**src/rtl/ternary_result_drain.sv**
```systemverilog
// Snapshots the accumulator vector on frame completion and drains it as one
// AXI4-Stream packet: a header beat followed by one beat per lane.
module ternary_result_drain #(
    parameter int LANES     = 15,
    parameter int ACC_WIDTH = 32
) (
    input  logic                       clk,
    input  logic                       reset_n,
    input  logic                       capture,
    input  logic [LANES*ACC_WIDTH-1:0] vector_results,
    output logic [ACC_WIDTH-1:0]       m_axis_tdata,
    output logic                       m_axis_tvalid,
    input  logic                       m_axis_tready,
    output logic                       m_axis_tlast,
    output logic                       busy,
    output logic                       overrun,
    input  logic                       clear_overrun,
    output logic [15:0]                frame_seq,
    output logic [1:0]                 dbg_state
);

    // Stream handshake: a beat transfers on a rising edge where tvalid and
    // tready are both high; tdata/tlast hold and tvalid stays up until then.

    localparam logic [1:0] S_IDLE   = 2'd0;
    localparam logic [1:0] S_HEADER = 2'd1;
    localparam logic [1:0] S_DATA   = 2'd2;

    localparam int              LIDX_W    = (LANES > 1) ? $clog2(LANES) : 1;
    localparam logic [LIDX_W-1:0] LAST_LANE = LIDX_W'(LANES - 1);
    localparam logic [LIDX_W-1:0] ONE_LANE  = LIDX_W'(1);
    localparam logic [7:0]      LANES_B   = 8'(LANES);

    logic [1:0]           state_q, state_d;
    logic [LIDX_W-1:0]    lane_idx_q, lane_idx_d;
    logic [ACC_WIDTH-1:0] active_q [LANES];
    logic [ACC_WIDTH-1:0] active_d [LANES];
    logic [ACC_WIDTH-1:0] pending_q [LANES];
    logic [ACC_WIDTH-1:0] pending_d [LANES];
    logic [ACC_WIDTH-1:0] vr_lane [LANES];
    logic [15:0]          active_seq_q, active_seq_d;
    logic [15:0]          pending_seq_q, pending_seq_d;
    logic                 pending_valid_q, pending_valid_d;
    logic [15:0]          frame_seq_q, frame_seq_d;
    logic                 overrun_q, overrun_d;
    logic [ACC_WIDTH-1:0] tdata_q, tdata_d;
    logic                 tvalid_q, tvalid_d;
    logic                 tlast_q, tlast_d;
    logic                 busy_q, busy_d;

    logic                 hs;
    logic                 last_hs;
    logic                 drop;
    logic [15:0]          seq_inc;

    always_comb begin
        for (int k = 0; k < LANES; k++) begin
            vr_lane[k] = vector_results[k*ACC_WIDTH +: ACC_WIDTH];
        end
    end

    always_comb begin
        state_d         = state_q;
        lane_idx_d      = lane_idx_q;
        active_d        = active_q;
        active_seq_d    = active_seq_q;
        pending_d       = pending_q;
        pending_seq_d   = pending_seq_q;
        pending_valid_d = pending_valid_q;
        frame_seq_d     = frame_seq_q;
        drop            = 1'b0;
        seq_inc         = frame_seq_q + 16'd1;
        hs              = tvalid_q & m_axis_tready;
        last_hs         = hs && (state_q == S_DATA) && (lane_idx_q == LAST_LANE);

        case (state_q)
            S_IDLE: begin
                if (capture) begin
                    active_d     = vr_lane;
                    active_seq_d = seq_inc;
                    frame_seq_d  = seq_inc;
                    state_d      = S_HEADER;
                end
            end
            S_HEADER: begin
                if (hs) begin
                    state_d    = S_DATA;
                    lane_idx_d = '0;
                end
            end
            S_DATA: begin
                if (hs && !last_hs) begin
                    lane_idx_d = lane_idx_q + ONE_LANE;
                end
            end
            default: state_d = S_IDLE;
        endcase

        // Final beat frees a buffer, so a coincident capture is never dropped.
        if (last_hs) begin
            lane_idx_d = '0;
            if (pending_valid_q) begin
                active_d     = pending_q;
                active_seq_d = pending_seq_q;
                state_d      = S_HEADER;
                if (capture) begin
                    pending_d     = vr_lane;
                    pending_seq_d = seq_inc;
                    frame_seq_d   = seq_inc;
                end else begin
                    pending_valid_d = 1'b0;
                end
            end else if (capture) begin
                active_d     = vr_lane;
                active_seq_d = seq_inc;
                frame_seq_d  = seq_inc;
                state_d      = S_HEADER;
            end else begin
                state_d = S_IDLE;
            end
        end else if (capture && (state_q != S_IDLE)) begin
            if (!pending_valid_q) begin
                pending_d       = vr_lane;
                pending_seq_d   = seq_inc;
                pending_valid_d = 1'b1;
                frame_seq_d     = seq_inc;
            end else begin
                drop = 1'b1;
            end
        end

        overrun_d = drop | (overrun_q & ~clear_overrun);

        // Outputs are registered from next-state values so every port is a flop.
        tvalid_d = (state_d != S_IDLE);
        tlast_d  = (state_d == S_DATA) && (lane_idx_d == LAST_LANE);
        busy_d   = (state_d != S_IDLE) | pending_valid_d;
        if (state_d == S_HEADER) begin
            tdata_d = {active_seq_d, LANES_B, 8'hA5};
        end else if (state_d == S_DATA) begin
            tdata_d = active_d[lane_idx_d];
        end else begin
            tdata_d = '0;
        end
    end

    always_ff @(posedge clk) begin
        if (!reset_n) begin
            state_q         <= S_IDLE;
            lane_idx_q      <= '0;
            pending_valid_q <= 1'b0;
            frame_seq_q     <= '0;
            overrun_q       <= 1'b0;
            tdata_q         <= '0;
            tvalid_q        <= 1'b0;
            tlast_q         <= 1'b0;
            busy_q          <= 1'b0;
        end else begin
            state_q         <= state_d;
            lane_idx_q      <= lane_idx_d;
            pending_valid_q <= pending_valid_d;
            frame_seq_q     <= frame_seq_d;
            overrun_q       <= overrun_d;
            tdata_q         <= tdata_d;
            tvalid_q        <= tvalid_d;
            tlast_q         <= tlast_d;
            busy_q          <= busy_d;
        end
    end

    // Buffer contents are only meaningful behind state/pending_valid.
    always_ff @(posedge clk) begin
        active_q      <= active_d;
        pending_q     <= pending_d;
        active_seq_q  <= active_seq_d;
        pending_seq_q <= pending_seq_d;
    end

    assign m_axis_tdata  = tdata_q;
    assign m_axis_tvalid = tvalid_q;
    assign m_axis_tlast  = tlast_q;
    assign busy          = busy_q;
    assign overrun       = overrun_q;
    assign frame_seq     = frame_seq_q;
    assign dbg_state     = state_q;

endmodule

```
**config.mk**
```make
export PLATFORM = sky130hd
export DESIGN_NAME = ternary_result_drain
export DESIGN_NICKNAME = d
export VERILOG_FILES = /design/src/rtl/ternary_result_drain.sv
export SDC_FILE = /design/constraint.sdc
export NUM_CORES = 2
export LEC_CHECK = 0
export CAP_MARGIN = 20
export CORE_MARGIN = 2
export CORE_UTILIZATION = 44
export CTS_CLUSTER_DIAMETER = 120
export CTS_CLUSTER_SIZE = 10
export DETAILED_ROUTE_END_ITERATION = 16
export GPL_ROUTABILITY_DRIVEN = 1
export GPL_TIMING_DRIVEN = 0
export PLACE_DENSITY = 0.76
export SLEW_MARGIN = 25
export SYNTH_ARGS = -nofsm -noshare
export SYNTH_HDL_FRONTEND = slang
export SYNTH_SLANG_ARGS = --single-unit
```
**constraint.sdc**
```tcl
create_clock -name clk -period 92.4 [get_ports clk]
set_input_delay 18.48 -clock clk [delete_from_list [all_inputs] [get_ports clk]]
set_output_delay 18.48 -clock clk [all_outputs]
set_load 0.02 [all_outputs]
```
==> impl_metrics.json <==
{
  "layoutNonFillerInstCount": 5961,
  "r2r_cells": 14,
  "holdWs_ns": 0.4591,
  "antenna_found_initial": 83,
  "first_pass_iters": 9,
  "worstSetupStartpointType": "input pin",
  "area_growth_pct": 27.08,
  "timing.rr.end": "pending_q[194]",
  "reg2reg_slack_ns": 86.65,
  "met2_length_um": 78360,
  "tightest_slew_ns": 1.305,
  "drv_cap": 0,
  "synth_edf_count": 496,
  "worst_ep_required_time_ns": 92.79,
  "via_per_inst": 6.470,
  "cts_resized": 0,
  "die_h_um": 311.0,
  "ios": 539,
  "n_fill_cell": 7964,
  "outcome": "complete, but fails checks",
  "drive_above_1_share": 0.07477,
  "fin_crit_ns": 22.78,
  "yosys_warnings": 0,
  "hold_viol_final": 0,
  "syn-num-nets": 4357,
  "hp-class": "register to register",
  "arrival_ns": 23.17,
  "tritoncts": "yes",
  "dr_wl_met3_um": 31270,
  "max_freq_mhz": 43.90,
  "grt_max_degree": 25,
  "worstHoldPathCells": 2,
  "ys_ff_latch": 1051,
  "grt_pass1_wl_um": 261000,
  "cts_max_level": 3,
  "top_layer_used": "met5",
  "min_from": "active_q[25]",
  "grt-ovfl-total": 0,
  "grt_setup_unrepaired": "false",
  "worst-path-max-fanout": 24,
  "path_clk_slew_ns": 0.06,
  "drc": 0,
  "async_flop_share": 0,
  "skew_ns": 0.04569,
  "setup_tns_ns": 0,
  "place_congestion": 1.005,
  "portBuffers": 536,
  "hold_buffers": 0,
  "endpoint_kind": "register",
  "numCtsBuffers": 115,
  "pre_cts_slack_ns": 69.17,
  "syn_area_per_cell_um2": 10.73,
  "postCtsSetupBuffers": 0,
  "setup_ws_ns": 69.62,
  "vias": 38567,
  "drt-wirelength-per-cell_um": 31.91,
  "placed_cells": 5684,
  "crit_type": "input pin to register",
  "die_width_um": 311.0,
  "cts_buffer_depth": 3,
  "netlist_instances": 3865,
  "r2r-start": "lane_idx_q[1]",
  "drtIter0Drc": 6893,
  "netlist_area_mm2": 0.04147,
  "slew_viol_final": 0,
  "initial_core_util": 0.4444,
  "dp_hpwl_um": 138100,
  "synth_cell_type_count": 81,
  "cts_root_buf": "clkbuf_16",
  "coreArea_mm2": 0.09333,
  "grt_usage": 0.3772,
  "power_density_mw_per_mm2": 23.12,
  "max_slew_margin": 0.1298,
  "wl_um": 190200,
  "rows": 112,
  "finalCritPeriodShare": 0.2466,
  "nets": 5040,
  "ys.flop_type": "dfxtp_1",
  "seq_area_frac_synth": 0.6271,
  "power_mw": 1.219,
  "clock_latency_ns": 0.74,
  "dieArea_mm2": 0.09672,
  "power.leakage_nw": 19.24,
  "grt_pass1_vias": 36019,
  "final_antenna_net_count": 1,
  "hold_end": "active_q[25]",
  "met1Wirelength_um": 64800,
  "ir_drop_uv": 16.22,
  "violations": "antenna violations",
  "cts_sinks": 1051,
  "setup_viol": 0
}
## routing by layer
| layer | global-route usage | up-vias |
|---|---|---|
| li1 | - | 15824 |
| met3 | 0.1598 | 837 |
| met4 | 0.2574 | 62 |
| met1 | 0.4615 | 18332 |
| met2 | 0.5387 | 3512 |
| met5 | 0 | - |
## cells in the mapped netlist, types with 17 or more instances
cell type | count | share of area
and3_1 | 24 | 0.0036
edfxtp_1 | 496 | 0.36
inv_1 | 52 | 0.0047
o221a_2 | 29 | 0.0079
a31oi_1 | 57 | 0.0086
o211ai_1 | 27 | 0.0049
mux2i_1 | 105 | 0.025
nand2_1 | 288 | 0.026
a222oi_1 | 27 | 0.0065
nand4_1 | 17 | 0.0026
nor2_1 | 716 | 0.065
or3_1 | 44 | 0.0066
buf_2 | 103 | 0.012
buf_1 | 59 | 0.0053
a211oi_1 | 87 | 0.016
a221o_1 | 17 | 0.0041
dfxtp_1 | 555 | 0.27
a2111oi_0 | 20 | 0.0042
a22oi_1 | 44 | 0.0080
a211o_1 | 18 | 0.0038
nand3_1 | 53 | 0.0064
o21ai_0 | 81 | 0.0098
nor3_1 | 136 | 0.016
o22ai_1 | 292 | 0.044
a21oi_1 | 124 | 0.015
clkbuf_1 | 117 | 0.011
## placed cells by master (no fill, tap or decap), types with 52 or more instances in the layout
| cell | n |
|---|---|
| dfxtp_1 | 555 |
| nor3_1 | 135 |
| mux2i_1 | 105 |
| o21ai_0 | 76 |
| buf_1 | 54 |
| edfxtp_1 | 496 |
| nand3_1 | 53 |
| clkbuf_1 | 196 |
| a21oi_1 | 123 |
| nor2_1 | 712 |
| o22ai_1 | 292 |
| diode_2 | 66 |
| buf_2 | 108 |
| a211oi_1 | 87 |
| nand2_1 | 288 |
| inv_1 | 52 |
| clkdlybuf4s50_1 | 536 |
| a31oi_1 | 57 |
| clkbuf_16 | 117 |
## layout make-up
| class | instances | area (um2) | area share |
|---|---|---|---|
| clock inverters | 7 | 122.6 | 0.002327 |
| diodes | 66 | 165.2 | 0.003134 |
| plain buffers | 292 | 1294 | 0.02455 |
| clock buffers | 203 | 3251 | 0.06168 |
| well taps | 1254 | 1569 | 0.02977 |
| flip-flops and latches | 1051 | 26000 | 0.4934 |
| multi-input cells | 2470 | 14040 | 0.2664 |
| repair buffers | 566 | 6062 | 0.1150 |
| inverters | 52 | 195.2 | 0.003704 |
## logic make-up after synthesis
group | Yosys count | synth area share
simple gates | 1352 | 0.1385
flops | 1051 | 0.6271
compound gates | 975 | 0.1646
buf+inv | 344 | 0.03554
mux | 109 | 0.02643
xor+xnor | 27 | 0.005702
fa+ha+maj | 7 | 0.002112
## how the worst max path moves through the flow
stage,startpoint,to,slack (ns),depth (start not counted)
global route,m_axis_tready,pending_q[194],69.66,14
finish,m_axis_tready,pending_q[194],69.62,14
detailed placement,m_axis_tready,pending_q[192],69.17,14
floorplan,m_axis_tready,pending_q[0],50.52,9
global placement,m_axis_tready,pending_q[192],36.87,9
CTS,m_axis_tready,pending_q[194],69.88,14
## critical path, stage by stage
cell      delay, ns
buf_2          0.17
nand3_1        0.23
nor2_1         0.49
clkbuf_1       0.62
buf_2          0.50
buf_1          0.55
buf_2          0.47
a21oi_1        0.13
nor2_4         0.41
buf_16         0.23
buf_12         0.21
buf_16         0.18
buf_12         0.20
buf_12         0.21
## registers in the layout (all words and copies together), names as in the netlist
register / count
m_axis_tdata: 32
lane_idx_q: 4
pending_q: 480
pending_valid_q: 1
m_axis_tlast: 1
active_q: 480
dbg_state: 2
overrun: 1
pending_seq_q: 16
m_axis_tvalid: 1
active_seq_q: 16
busy: 1
frame_seq: 16
## stage by stage
| step | instance area, um2 | utilization |
|---|---|---|
| final | 52700 | 0.5647 |
| after global routing | 52600 | 0.5635 |
| after CTS | 52510 | 0.5626 |
| after detailed placement | 49140 | 0.5265 |
| after global placement | 48410 | 0.5186 |
| after floorplan | 41470 | - |
## report_power, final
| group | switching [mW] | leakage [nW] | total [mW] | internal [mW] |
|---|---|---|---|---|
| clock | 0.193 | 1.60 | 0.430 | 0.237 |
| combinational | 0.133 | 8.43 | 0.212 | 0.0786 |
| sequential | 0.0209 | 9.21 | 0.577 | 0.556 |
| total | 0.347 | 19.2 | 1.22 | 0.871 |
No activity file was read; power rests on OpenSTA's default activity.
